--- src/rtl/pq_pkg.sv ---
// Shared item type for the register-array priority queue and its clients.
package pq_pkg;

  typedef struct packed {
    logic [7:0] key;
    logic [7:0] val;
  } kv_t;

endpackage

--- src/rtl/ra_pq_arb2.sv ---
// Two-client round-robin arbiter in front of a register-array priority queue.
// Optional per-client completion counters (gcnt0/gcnt1) with RA_PQ_ARB_STATS_EN.
module ra_pq_arb2
  import pq_pkg::*;
#(
  parameter int unsigned BUSY_TIMEOUT = 255
) (
  input  logic        clk,
  input  logic        rst_n,
  input  logic        req0,
  input  logic        req1,
  input  logic        op0,
  input  logic        op1,
  input  kv_t         kvi0,
  input  kv_t         kvi1,
  output logic        done0,
  output logic        done1,
  output logic        err0,
  output logic        err1,
  output kv_t         kvo,
  output logic        pq_enq,
  output logic        pq_deq,
  output kv_t         pq_kvi,
  input  kv_t         pq_kvo,
  input  logic        pq_full,
  input  logic        pq_empty,
  input  logic        pq_busy
`ifdef RA_PQ_ARB_STATS_EN
  ,
  output logic [15:0] gcnt0,
  output logic [15:0] gcnt1
`endif
);

  typedef enum logic [1:0] {
    IDLE  = 2'd0,
    ISSUE = 2'd1,
    WAIT  = 2'd2,
    RESP  = 2'd3
  } state_t;

  localparam logic [7:0] WLAST = 8'(BUSY_TIMEOUT - 1);

  state_t     state;
  logic       prio;   // client favoured when both request
  logic       sel;
  logic       op;
  logic [7:0] wcnt;

  logic       any_req;
  logic       win;
  logic       win_op;
  kv_t        win_kv;
  logic       win_rej;

  always_comb begin
    any_req = req0 | req1;
    win     = (req0 & req1) ? prio : req1;
    win_op  = win ? op1 : op0;
    win_kv  = win ? kvi1 : kvi0;
    win_rej = win_op ? pq_full : pq_empty;
  end

  always_ff @(posedge clk or negedge rst_n) begin
    if (!rst_n) begin
      state  <= IDLE;
      prio   <= 1'b0;
      sel    <= 1'b0;
      op     <= 1'b0;
      wcnt   <= '0;
      done0  <= 1'b0;
      done1  <= 1'b0;
      err0   <= 1'b0;
      err1   <= 1'b0;
      kvo    <= '0;
      pq_enq <= 1'b0;
      pq_deq <= 1'b0;
      pq_kvi <= '0;
`ifdef RA_PQ_ARB_STATS_EN
      gcnt0  <= '0;
      gcnt1  <= '0;
`endif
    end else begin
      done0  <= 1'b0;
      done1  <= 1'b0;
      err0   <= 1'b0;
      err1   <= 1'b0;
      pq_enq <= 1'b0;
      pq_deq <= 1'b0;
      case (state)
        IDLE: begin
          if (any_req) begin
            sel    <= win;
            op     <= win_op;
            pq_kvi <= win_kv;
            prio   <= ~win;
            if (win_rej) begin
              // Rejection skips the queue entirely and answers next cycle
              state <= RESP;
              done0 <= ~win;
              done1 <= win;
              err0  <= ~win;
              err1  <= win;
            end else begin
              state  <= ISSUE;
              pq_enq <= win_op;
              pq_deq <= ~win_op;
            end
          end
        end
        ISSUE: begin
          state <= WAIT;
          wcnt  <= '0;
        end
        WAIT: begin
          if (!pq_busy) begin
            state <= RESP;
            done0 <= ~sel;
            done1 <= sel;
            if (!op) kvo <= pq_kvo;
`ifdef RA_PQ_ARB_STATS_EN
            if (sel) gcnt1 <= gcnt1 + 16'd1;
            else     gcnt0 <= gcnt0 + 16'd1;
`endif
          end else if (wcnt == WLAST) begin
            state <= RESP;
            done0 <= ~sel;
            done1 <= sel;
            err0  <= ~sel;
            err1  <= sel;
          end else begin
            wcnt <= wcnt + 8'd1;
          end
        end
        RESP: begin
          state <= IDLE;
        end
      endcase
    end
  end

  a_one_cmd: assert property (@(posedge clk) disable iff (!rst_n) !(pq_enq && pq_deq));
  a_one_done: assert property (@(posedge clk) disable iff (!rst_n) !(done0 && done1));

endmodule
--- config.mk ---
export PLATFORM = sky130hd
export DESIGN_NAME = ra_pq_arb2
export DESIGN_NICKNAME = d
export VERILOG_FILES = /design/src/rtl/pq_pkg.sv /design/src/rtl/ra_pq_arb2.sv
export SDC_FILE = /design/constraint.sdc
export NUM_CORES = 1
export LEC_CHECK = 0
export ABC_AREA = 1
export CAP_MARGIN = 40
export CORE_ASPECT_RATIO = 0.5
export CORE_MARGIN = 3
export CORE_UTILIZATION = 40
export DETAILED_ROUTE_END_ITERATION = 10
export DONT_BUFFER_PORTS = 1
export GPL_TIMING_DRIVEN = 0
export PLACE_DENSITY = 0.61
export SLEW_MARGIN = 10
export SYNTH_ARGS = -nofsm -noshare
export SYNTH_HDL_FRONTEND = slang
export SYNTH_SLANG_ARGS = --single-unit
--- constraint.sdc ---
create_clock -name clk -period 4.1 [get_ports clk]
set_input_delay 0.615 -clock clk [delete_from_list [all_inputs] [get_ports clk]]
set_output_delay 0.615 -clock clk [all_outputs]
set_load 0.01 [all_outputs]
* Yosys cells after proc, flatten, opt, wreduce, memory -nomap -nowiden
Cells that the tools add are included.
W data, S select, Z words.
** Cells by class
- Add/subtract/negate cells :: 1
- Multipliers :: 0
- Divide/modulo/power cells :: 0
- Magnitude comparators :: 0
- Eq/ne operators :: 8
- Shift operators :: 0
- Multiplexer cells :: 32
- Bitwise operators :: 7
- Reductions and logical operators :: 6
** Operators by type and width (count)
- $mux W1 :: 19
- $mux W16 :: 1
- $mux W8 :: 2
- $pmux W8 S2 :: 1
- $add A8 B1 Y8 const B :: 1
- $eq A8 B8 Y1 const B :: 1
- $mux W2 :: 4
- $pmux W1 S2 :: 4
- $pmux W2 S4 :: 1
- $ne A2 B2 Y1 const B :: 3
- $reduce_and A3 Y1 :: 2
- $not A1 Y1 :: 5
- $eq A2 B2 Y1 const B :: 2
- $reduce_and A2 Y1 :: 2
- $ne A3 B3 Y1 const B :: 1
- $eq A2 B1 Y1 const B :: 1
- $logic_not A2 Y1 :: 1
- $reduce_bool A2 Y1 :: 1
- $and A1 B1 Y1 :: 1
- $or A1 B1 Y1 :: 1
** Storage, ports and cells
- Register bits :: 51
- Latch bits :: 0
- Bits in writable memories :: 0
- ROM bits :: 0
- Memories kept :: 0

* Depth between registers and ports, before layout
Gate-level depths: netlist of the first run.
- Depth after elaboration :: 7
- Mapped depth :: 10
- Depth with buffers taken out :: 10

* Least setup slack after synthesis of the first run
No wires, ideal clock.
- Path type :: reg-to-reg
- Start :: register state[0]
- End :: register kvo[10] (netlist bit)
- Library setup time :: 0.125 ns
- Arrival time :: 1.320 ns
- Required time :: 3.975 ns
- Path slack :: 2.655 ns
- Stages on the path, launching flop included :: 7
- Buffers on the path :: 2
- Cell sequence :: dfrtp_1 > inv_1 > ha_1 > buf_2 > nand2_4 > buf_6 > mux2_4
** On the way
- Cells in the longest elaborated chain, start to end :: 2
** RTL lines
- start: declaration :: line ra_pq_arb2.sv:44 : state_t state;
- start signal: assignment :: line ra_pq_arb2.sv:66 : state <= IDLE;
- start signal: assignment :: line ra_pq_arb2.sv:99 : state <= RESP;
- start signal: assignment :: line ra_pq_arb2.sv:105 : state <= ISSUE;
- $eq A2 B2 Y1 :: line ra_pq_arb2.sv:90 : case (state)
- $reduce_and A3 Y1 (no source line)
- end signal: assignment :: line ra_pq_arb2.sv:120 : if (!op) kvo <= pq_kvo;
- end: declaration :: line ra_pq_arb2.sv:20 : output kv_t kvo,
Every way passes these cells.
A chain may end at the register's enable or synchronous reset.

* Worst setup path in the final report of the first run
- Start :: register state[1]
- End :: register err1
** On the way
- Cells in the longest elaborated chain, start to end :: 2
- Elaborated cells between the ends (all ways) :: 3
** RTL lines
- $eq A2 B2 Y1 or $logic_not A2 Y1 (tied branches) :: line ra_pq_arb2.sv:90
- $pmux W1 S2 (*) :: line ra_pq_arb2.sv:90
- end signal: assignment :: line ra_pq_arb2.sv:103 : err1 <= win;
- end signal: assignment :: line ra_pq_arb2.sv:130 : err1 <= sel;
- end: declaration :: line ra_pq_arb2.sv:19 : output logic err1,
Every way passes the cells marked *; elsewhere a longest branch is shown, timed or not.

==> results.yml, run 1 <==
power:
  finalPower_uw: 2050
  total_leakage_power_uw: 0.00128
  power.density_cell_area_mw_per_mm2: 756
  vdd_ir_drop_max_mv: 0.302
timing:
  fin_tns_setup_ns: 0
  clock-skew-final_ns: 0.00540
  maxSlewViolCount: 0
  grt_setup_unrepaired: "no"
  max_slew.worst_pin.slew_ns: 0.459
  hold_viol: 0
  post-route-min-period_ns: 1.65
  timing.final.setup_violations: 0
  slew_headroom: 0.694
  max_clock_freq_ghz: 0.606
  final.period_utilization: 0.402
setup_path:
  worstPathArrival_ns: 1.85
  worstSetupEndpointType: "flip-flop"
  path_buf_inv: 2
  timing.critical_path.fanout_max: 10
  crit_path_max_incr_delay_ns: 0.41
  crit_chain: "inv_1 > ha_1 > clkbuf_1 > nand3_1 > nand3b_1 > o21ai_0"
  worst_ep_required_time_ns: 4.30
  critical_path.slowest_cell: "sky130_fd_sc_hd__dfrtp_1"
  critical-path-top-delay-family: "buffers and inverters"
  worstSetupPathType: "flip-flop to flip-flop"
  critical_path.startpoint_type: "flip-flop"
logic_synthesis:
  synth.ff_latch_count: 51
  synthesis.instances: 250
  proportion_of_synthesized_chip_area_in_sequential_cells: 0.521
  syn_nets: 312
  mappedNetlistArea_mm2: 0.00245
  ys_warn_count: 0
  avgSynthCellArea_um2: 9.80
  synth_cell_type_count: 28
floorplan:
  floorplan.die_area_mm2: 0.00716
  core_rows: 19
  die_h_um: 61.4
  pin_count: 95
  floorplan.initialDensity: 0.430
  floorplan.core_area_mm2: 0.00571
  die_w_um: 117
detailed_routing:
  count_of_vias_placed_by_the_detailed_router: 1782
  routed_wire_length_per_instance_um: 16.8
  dr.pass1.iters: 4
  drtIter0Drc: 85
  post-route-drc-count: 0
  route.detailed.vias_per_inst: 5.38
  detail_route.wirelength_um: 5550
  ant_nets: 0
cts:
  tritoncts.num_buffers: 5
  cts_hold_buffers: 0
  clock_sink_count: 51
  clock_path_buffers: 2
  cts_setup_buffers: 0
  cts-root-buf: "sky130_fd_sc_hd__clkbuf_16"
  worstSkewPairLatency_ns: 0.29
  clk_transition_reported_paths_ns: 0.07
  postCtsResizedCells: 0
  cts_tree: "done"
  htree_num_levels: 2
global_route:
  first_global_vias: 1754
  global_route_wire_length_before_repair_um: 8630
  pin_count_of_the_biggest_net_entering_global_routing: 52
  grt_antenna_before_repair: 0
  gr_ovfl_total: 0
  grt_use_total: 0.156
cells_and_area:
  mostFrequentLayoutCells: "sky130_fd_sc_hd__dfrtp_1, sky130_fd_sc_hd__nand2_1, sky130_fd_sc_hd__nand3_1, sky130_fd_sc_hd__nand4_1, sky130_fd_sc_hd__inv_1"
  design_area_mm2: 0.00271
  final_layout_size_suffix_gt1_frac: 0.186
  area_growth_syn_to_layout_pct: 10.6
  finalNetCount: 319
  n_antenna_cell: 0
  mostFrequentLayoutCell: "sky130_fd_sc_hd__dfrtp_1"
  multiInputGateArea_mm2: 0.00104
  final-seq-area_mm2: 0.00128
  fillerInstances: 532
placement:
  post-dp-hpwl_um: 4090
  placed_area_mm2: 0.00254
  routabilityCongestion: 0.788
  port_buffers: 0
run_status:
  run_status: "finished, final reports clean"
min_path:
  hold_path.class: "input pin to asynchronous set/reset pin"
run:
  cap_viol_max_count: 0
## layer usage
metal	vias up	routed length, µm	GRT usage
met3	2	309	0.0442
li1	867	-	-
met1	856	2510	0.204
met2	57	2710	0.264
met5	-	0	0
met4	0	24	0.0359
## kinds of logic after synthesis
logic type	after synthesis	share of synthesized area
buf+inv	29	0.0556
simple gates	134	0.276
xor+xnor	1	0.00357
compound gates	14	0.0296
flops	51	0.521
fa+ha+maj	5	0.0255
mux	16	0.0888
## cells in the mapped netlist
cell type	n	share of area
sky130_fd_sc_hd__dfrtp_1	51	0.52
sky130_fd_sc_hd__o21ai_0	5	0.010
sky130_fd_sc_hd__nand2_1	45	0.069
sky130_fd_sc_hd__nor2_4	1	0.0046
sky130_fd_sc_hd__buf_6	1	0.0046
sky130_fd_sc_hd__buf_4	1	0.0031
sky130_fd_sc_hd__mux2_4	10	0.061
sky130_fd_sc_hd__or2_2	1	0.0026
sky130_fd_sc_hd__a21oi_1	2	0.0041
sky130_fd_sc_hd__buf_2	9	0.018
sky130_fd_sc_hd__nand4_1	20	0.051
sky130_fd_sc_hd__mux2_2	6	0.028
sky130_fd_sc_hd__inv_2	2	0.0031
sky130_fd_sc_hd__nand3_1	45	0.092
sky130_fd_sc_hd__nand2_4	2	0.0092
sky130_fd_sc_hd__nor2_1	9	0.014
sky130_fd_sc_hd__inv_1	13	0.020
sky130_fd_sc_hd__nand3_4	1	0.0071
sky130_fd_sc_hd__o21ai_1	6	0.012
sky130_fd_sc_hd__nor3_1	1	0.0020
sky130_fd_sc_hd__xor2_1	1	0.0036
sky130_fd_sc_hd__nand3b_1	4	0.012
sky130_fd_sc_hd__a22oi_1	1	0.0031
sky130_fd_sc_hd__nand2_2	2	0.0051
sky130_fd_sc_hd__clkbuf_1	2	0.0031
sky130_fd_sc_hd__nor2_2	3	0.0077
sky130_fd_sc_hd__ha_1	5	0.026
sky130_fd_sc_hd__clkinv_4	1	0.0036
## path summary, 6_finish.rpt
check                              start   endpoint  slack, ns  depth (start not counted)
worst max-delay path            state[1]       err1       2.45                          6
worst min-delay path               rst_n  pq_kvi[6]       0.02                          0
worst max register to register  state[1]       err1       2.45                          6
worst min register to register        op         op       0.54                          2
max in group asynchronous          rst_n     kvo[3]       3.97                          0
min in group clk                 pq_full     pq_enq       0.38                          1
## flip-flops by register name, summed over array words and instances (netlist names)
| name | flops |
|---|---|
| pq_enq | 1 |
| done0 | 1 |
| pq_kvi | 16 |
| op | 1 |
| sel | 1 |
| err0 | 1 |
| err1 | 1 |
| state | 2 |
| wcnt | 8 |
| done1 | 1 |
| kvo | 16 |
| prio | 1 |
| pq_deq | 1 |
## layout make-up
| cell class | count | area share |
|---|---|---|
| well taps | 73 | 0.0337 |
| inverters | 16 | 0.0240 |
| multi-input cells | 170 | 0.383 |
| clock inverters | 3 | 0.0162 |
| flip-flops and latches | 51 | 0.471 |
| clock buffers | 5 | 0.0461 |
| plain buffers | 13 | 0.0263 |
## power by group
| part | switching, µW | total (µW) | leakage (µW) | internal, µW |
|---|---|---|---|---|
| clock | 181 | 469 | 0.0000838 | 288 |
| combinational | 358 | 636 | 0.000560 | 279 |
| sequential | 231 | 946 | 0.000639 | 715 |
| total | 770 | 2050 | 0.00128 | 1280 |
## through the flow
| step | hold WS [ns] | setup WS (ns) | instances | utilization |
|---|---|---|---|---|
| 6_report | 0.0170 | 2.45 | 331 | 0.475 |
| 3_3_place_gp | 0.321 | 2.52 | 323 | 0.446 |
| 5_1_grt | 0.00358 | 2.27 | 331 | 0.475 |
| 4_1_cts | 0.0119 | 2.43 | 331 | 0.475 |
| 2_1_floorplan | 0.319 | 2.65 | 250 | - |
| 3_5_place_dp | 0.321 | 2.47 | 323 | 0.446 |
Power figures use the tool's default switching activity.
==> inputs of run 2 (changes only) <==
==> constraint.sdc (replaced) <==
create_clock -name clk -period 1.6 [get_ports clk]
set_input_delay 0.24 -clock clk [delete_from_list [all_inputs] [get_ports clk]]
set_output_delay 0.24 -clock clk [all_outputs]
set_load 0.01 [all_outputs]
==> results.yml, run 2 (synthesis gave the netlist of run 1 again) <==
timing:
  fin_hold_ws_ns: 0.0154
  fin_tns_setup_ns: 0
  slew_headroom: 0.696
  maxSlewViolCount: 0
  max_clock_freq_ghz: 0.660
  timing.final.setup_violations: 0
  max_slew.worst_pin.slew_ns: 0.455
  clock-skew-final_ns: 0.00645
  hold_viol: 0
  final.period_utilization: 0.946
  post-route-min-period_ns: 1.51
detailed_routing:
  ant_nets: 0
  detail_route.wirelength_um: 5550
  routed_wire_length_per_instance_um: 16.7
  post-route-drc-count: 0
  count_of_vias_placed_by_the_detailed_router: 1795
  dr.pass1.iters: 4
  route.detailed.vias_per_inst: 5.39
  drtIter0Drc: 73
cells_and_area:
  design_area_mm2: 0.00278
  mostFrequentLayoutCells: "sky130_fd_sc_hd__dfrtp_1, sky130_fd_sc_hd__nand2_1, sky130_fd_sc_hd__nand3_1, sky130_fd_sc_hd__nand4_1, sky130_fd_sc_hd__inv_1"
  final_core_utilization: 0.488
  finalNonFillerCells: 333
  fillerInstances: 526
  finalNetCount: 321
  mostFrequentLayoutCell: "sky130_fd_sc_hd__dfrtp_1"
  n_antenna_cell: 0
  multiInputGateArea_mm2: 0.00106
  top_registers: "kvo x16, pq_kvi x16, wcnt x8"
  final_layout_size_suffix_gt1_frac: 0.204
  area_growth_syn_to_layout_pct: 13.5
  final-seq-area_mm2: 0.00128
setup_path:
  critical_path.startpoint_type: "flip-flop"
  worstSetupPathType: "flip-flop to flip-flop"
  timing.critical_path.fanout_max: 10
  worstSetupEndpointType: "flip-flop"
  worstRegToRegCells: 6
  worst_ep_required_time_ns: 1.77
  worstPathArrival_ns: 1.68
  reg2reg_from: "state[0]"
  crit_start: "state[0]"
global_route:
  global_route_wire_length_before_repair_um: 8670
  grt_use_total: 0.157
  gr_ovfl_total: 0
  pin_count_of_the_biggest_net_entering_global_routing: 52
  first_global_vias: 1761
  grt_antenna_before_repair: 0
placement:
  port_buffers: 0
  placed_area_mm2: 0.00254
  numPlacedInstances: 323
  post-dp-hpwl_um: 4090
  routabilityCongestion: 0.788
min_path:
  holdCritStartpoint: "pq_full"
  hold_path.class: "input pin to flip-flop"
  holdPathStages: 1
floorplan:
  core_rows: 19
  pin_count: 95
  floorplan.initialDensity: 0.430
  die_h_um: 61.4
  floorplan.core_area_mm2: 0.00571
  floorplan.die_area_mm2: 0.00716
  die_w_um: 117
power:
  power.density_cell_area_mw_per_mm2: 1920
  total_leakage_power_uw: 0.00130
  vdd_ir_drop_max_mv: 0.775
cts:
  cts_tree: "done"
  htree_num_levels: 2
  cts_setup_buffers: 0
  clock_sink_count: 51
  clock_path_buffers: 2
  cts-root-buf: "sky130_fd_sc_hd__clkbuf_16"
  clk_transition_reported_paths_ns: 0.07
  tritoncts.num_buffers: 5
  worstSkewPairLatency_ns: 0.29
run:
  cap_viol_max_count: 0
run_status:
  run_status: "finished, final reports clean"
run 2: cell count changes in the layout (fill, tap and decap cells not counted), moves of 2 or more:
cell	before	now
sky130_fd_sc_hd__buf_2	9	7
sky130_fd_sc_hd__buf_4	1	3
sky130_fd_sc_hd__nor2_2	3	1
sky130_fd_sc_hd__nor2_4	1	3
run 2: cell type report:
type                       count  area share
tap                           73      0.0328
sequential                    51       0.459
clock buffer                   5      0.0450
inverter                      16      0.0234
timing repair buffer           2      0.0135
multi-input combinational    170       0.381
buffer                        13      0.0292
clock inverter                 3      0.0157
run 2: critical path: stages, from the launching register on:
cell                      delay, ns
sky130_fd_sc_hd__dfrtp_1       0.38
sky130_fd_sc_hd__inv_1         0.10
sky130_fd_sc_hd__ha_1          0.15
sky130_fd_sc_hd__buf_4         0.20
sky130_fd_sc_hd__nand2_8       0.09
sky130_fd_sc_hd__buf_8         0.17
sky130_fd_sc_hd__mux2_4        0.30
run 2: path summary, 6_finish.rpt:
path | end | slack (ns)
max in group asynchronous | wcnt[0] | 0.89
setup reg to reg | kvo[13] | 0.09
hold / removal | pq_enq | 0.02
min in group asynchronous | pq_kvi[6] | 0.45
setup / recovery | kvo[13] | 0.09
hold reg to reg | wcnt[0] | 0.53
run 2: through the flow:
| step | power [µW] | worst slack (ns) |
|---|---|---|
| 2_1_floorplan | 3670 | 0.155 |
| 3_3_place_gp | 4000 | 0.0263 |
| 3_5_place_dp | 4090 | -0.0332 |
| 4_1_cts | 5340 | 0.000303 |
| 5_1_grt | 5740 | -0.00781 |
| 6_report | 5350 | 0.0859 |
run 2: per-layer routing:
metal | GRT usage | wire, µm
met2 | 0.265 | 2700
met3 | 0.0442 | 363
met4 | 0.0359 | 19
met1 | 0.205 | 2460
met5 | 0 | 0
run 2: timing repair:
item,4_1_cts,5_1_grt
endpoints found under the setup margin,2,29
gates cloned,0,0
gates resized for setup,1,11
hold buffers,2,0
hold endpoints to repair,51,0
run 2: report_power, final:
group	total [µW]	internal (µW)	switching [µW]	leakage (µW)
Combinational	1730	763	965	0.000576
Clock	1200	737	461	0.0000838
Sequential	2430	1830	592	0.000638
Total	5350	3330	2020	0.00130
==> inputs of run 3 (changes only) <==
--- a/config.mk
+++ b/config.mk
@@ -6,9 +6,7 @@
 export NUM_CORES = 1
 export LEC_CHECK = 0
 export ABC_AREA = 1
-export CAP_MARGIN = 40
 export CORE_ASPECT_RATIO = 0.5
-export CORE_MARGIN = 3
 export CORE_UTILIZATION = 40
 export DETAILED_ROUTE_END_ITERATION = 10
 export DONT_BUFFER_PORTS = 1
==> results.yml, run 3 (synthesis gave the netlist of run 1 again) <==
run_status:
  run_status: "finished, final reports clean"
detailed_routing:
  detail_route.wirelength_um: 5580
  route.detailed.vias_per_inst: 5.56
  ant_nets: 0
  routed_wire_length_per_instance_um: 16.8
  count_of_vias_placed_by_the_detailed_router: 1846
  dr.pass1.iters: 4
  drtIter0Drc: 41
  post-route-drc-count: 0
cells_and_area:
  finalNetCount: 320
  fillerInstances: 519
  mostFrequentLayoutCell: "sky130_fd_sc_hd__dfrtp_1"
  n_antenna_cell: 0
  final-seq-area_mm2: 0.00128
  mostFrequentLayoutCells: "sky130_fd_sc_hd__dfrtp_1, sky130_fd_sc_hd__nand3_1, sky130_fd_sc_hd__nand2_1, sky130_fd_sc_hd__nand4_1, sky130_fd_sc_hd__inv_1"
  final_core_utilization: 0.489
  top_registers: "kvo x16, pq_kvi x16, wcnt x8"
  multiInputGateArea_mm2: 0.00105
  area_growth_syn_to_layout_pct: 13.3
  design_area_mm2: 0.00278
  final_layout_size_suffix_gt1_frac: 0.201
setup_path:
  path_buf_inv: 3
  reg2reg_from: "state[0]"
  crit_chain: "inv_1 > ha_1 > buf_6 > nand2_4 > buf_12 > mux2_4"
  worstPathArrival_ns: 1.68
  worst_ep_required_time_ns: 1.77
  critical-path-top-delay-family: "buffers and inverters"
  critical_path.slowest_cell: "sky130_fd_sc_hd__dfrtp_1"
  worstReg2RegEnd: "kvo[8]"
  worstSetupEndpointType: "flip-flop"
  critical_path.startpoint_type: "flip-flop"
  crit_path_max_incr_delay_ns: 0.39
  worstRegToRegCells: 6
  reg2reg_setup_slack_ns: 0.09
  worstSetupPathType: "flip-flop to flip-flop"
  timing.critical_path.fanout_max: 10
timing:
  slew_headroom: 0.687
  timing.final.setup_violations: 0
  max_clock_freq_ghz: 0.662
  max_slew.worst_pin.slew_ns: 0.470
  hold_viol: 0
  final.period_utilization: 0.943
  final.setup.worst_slack_ns: 0.0904
  post-route-min-period_ns: 1.51
  grt_setup_unrepaired: "no"
  fin_tns_setup_ns: 0
  maxSlewViolCount: 0
  fin_hold_ws_ns: 0.0131
  clock-skew-final_ns: 0.00521
cts:
  htree_num_levels: 2
  clk_transition_reported_paths_ns: 0.07
  clock_sink_count: 51
  cts_setup_buffers: 0
  clock_path_buffers: 2
  cts-root-buf: "sky130_fd_sc_hd__clkbuf_16"
  tritoncts.num_buffers: 5
  worstSkewPairLatency_ns: 0.29
  cts_tree: "done"
global_route:
  grt_antenna_before_repair: 0
  global_route_wire_length_before_repair_um: 9180
  first_global_vias: 1906
  grt_use_total: 0.187
  pin_count_of_the_biggest_net_entering_global_routing: 52
  gr_ovfl_total: 0
floorplan:
  pin_count: 95
  die_w_um: 113
  die_h_um: 57.4
  floorplan.initialDensity: 0.431
  floorplan.die_area_mm2: 0.00646
  floorplan.core_area_mm2: 0.00568
  core_rows: 19
power:
  total_leakage_power_uw: 0.00131
  vdd_ir_drop_max_mv: 0.794
  power.density_cell_area_mw_per_mm2: 1940
placement:
  post-dp-hpwl_um: 3910
  routabilityCongestion: 0.760
  dp_worst_setup_slack_ns: -0.0995
  placed_area_mm2: 0.00254
  port_buffers: 0
min_path:
  holdPathStages: 1
  hold_path.class: "input pin to flip-flop"
  hold-path-endpoint: "pq_enq"
  holdCritStartpoint: "pq_full"
run:
  cap_viol_max_count: 0
[run 3: cell count changes in the layout (fill, tap and decap cells not counted), sizes merged]
cell,change
buf,-1
[run 3: layout make-up]
type	count	area share
flip-flops and latches	51	0.460
multi-input cells	170	0.379
clock buffers	5	0.0451
well taps	73	0.0329
plain buffers	12	0.0306
inverters	16	0.0234
clock inverters	3	0.0158
repair buffers	2	0.0135
[run 3: how the worst max path moves through the flow]
stage               startpoint      end  cells after the start
detailed placement    state[0]     err1                      6
CTS                   state[0]     err1                      6
global route          state[0]   kvo[8]                      6
global placement      state[0]     err1                      6
finish                state[0]   kvo[8]                      6
floorplan             state[0]  kvo[10]                      6
[run 3: worst reg2reg max path, cell delays in order (launching register included)]
cell                      delay (ns)
sky130_fd_sc_hd__dfrtp_1        0.39
sky130_fd_sc_hd__inv_1          0.11
sky130_fd_sc_hd__ha_1           0.18
sky130_fd_sc_hd__buf_6          0.15
sky130_fd_sc_hd__nand2_4        0.10
sky130_fd_sc_hd__buf_12         0.17
sky130_fd_sc_hd__mux2_4         0.30
[run 3: metal layers]
metal / vias to the layer above / part of all wire / track usage / routed length [µm]
met3: 9 / 0.057 / 0.0574 / 317
li1: 869 / - / - / -
met1: 902 / 0.45 / 0.231 / 2530
met2: 66 / 0.47 / 0.311 / 2630
met4: 0 / 0.017 / 0.0743 / 95
met5: - / 0 / 0 / 0
[run 3: repair_timing]
| action | 4_1_cts | 5_1_grt |
|---|---|---|
| endpoints found under the hold margin | 51 | 0 |
| setup endpoints to repair | 13 | 28 |
| pin swaps | 0 | 0 |
| hold buffers | 2 | 0 |
| gates resized for setup | 2 | 10 |
[run 3: per-stage QoR]
| stage | instances | power (µW) |
|---|---|---|
| after floorplan | 250 | 3670 |
| after global placement | 323 | 4000 |
| after detailed placement | 323 | 4080 |
| after CTS | 333 | 5380 |
| after global routing | 332 | 5770 |
| final | 332 | 5390 |
[run 3: power breakdown]
part	switching, µW	internal (µW)
clock	485	738
sequential	587	1830
combinational	973	773
total	2050	3340
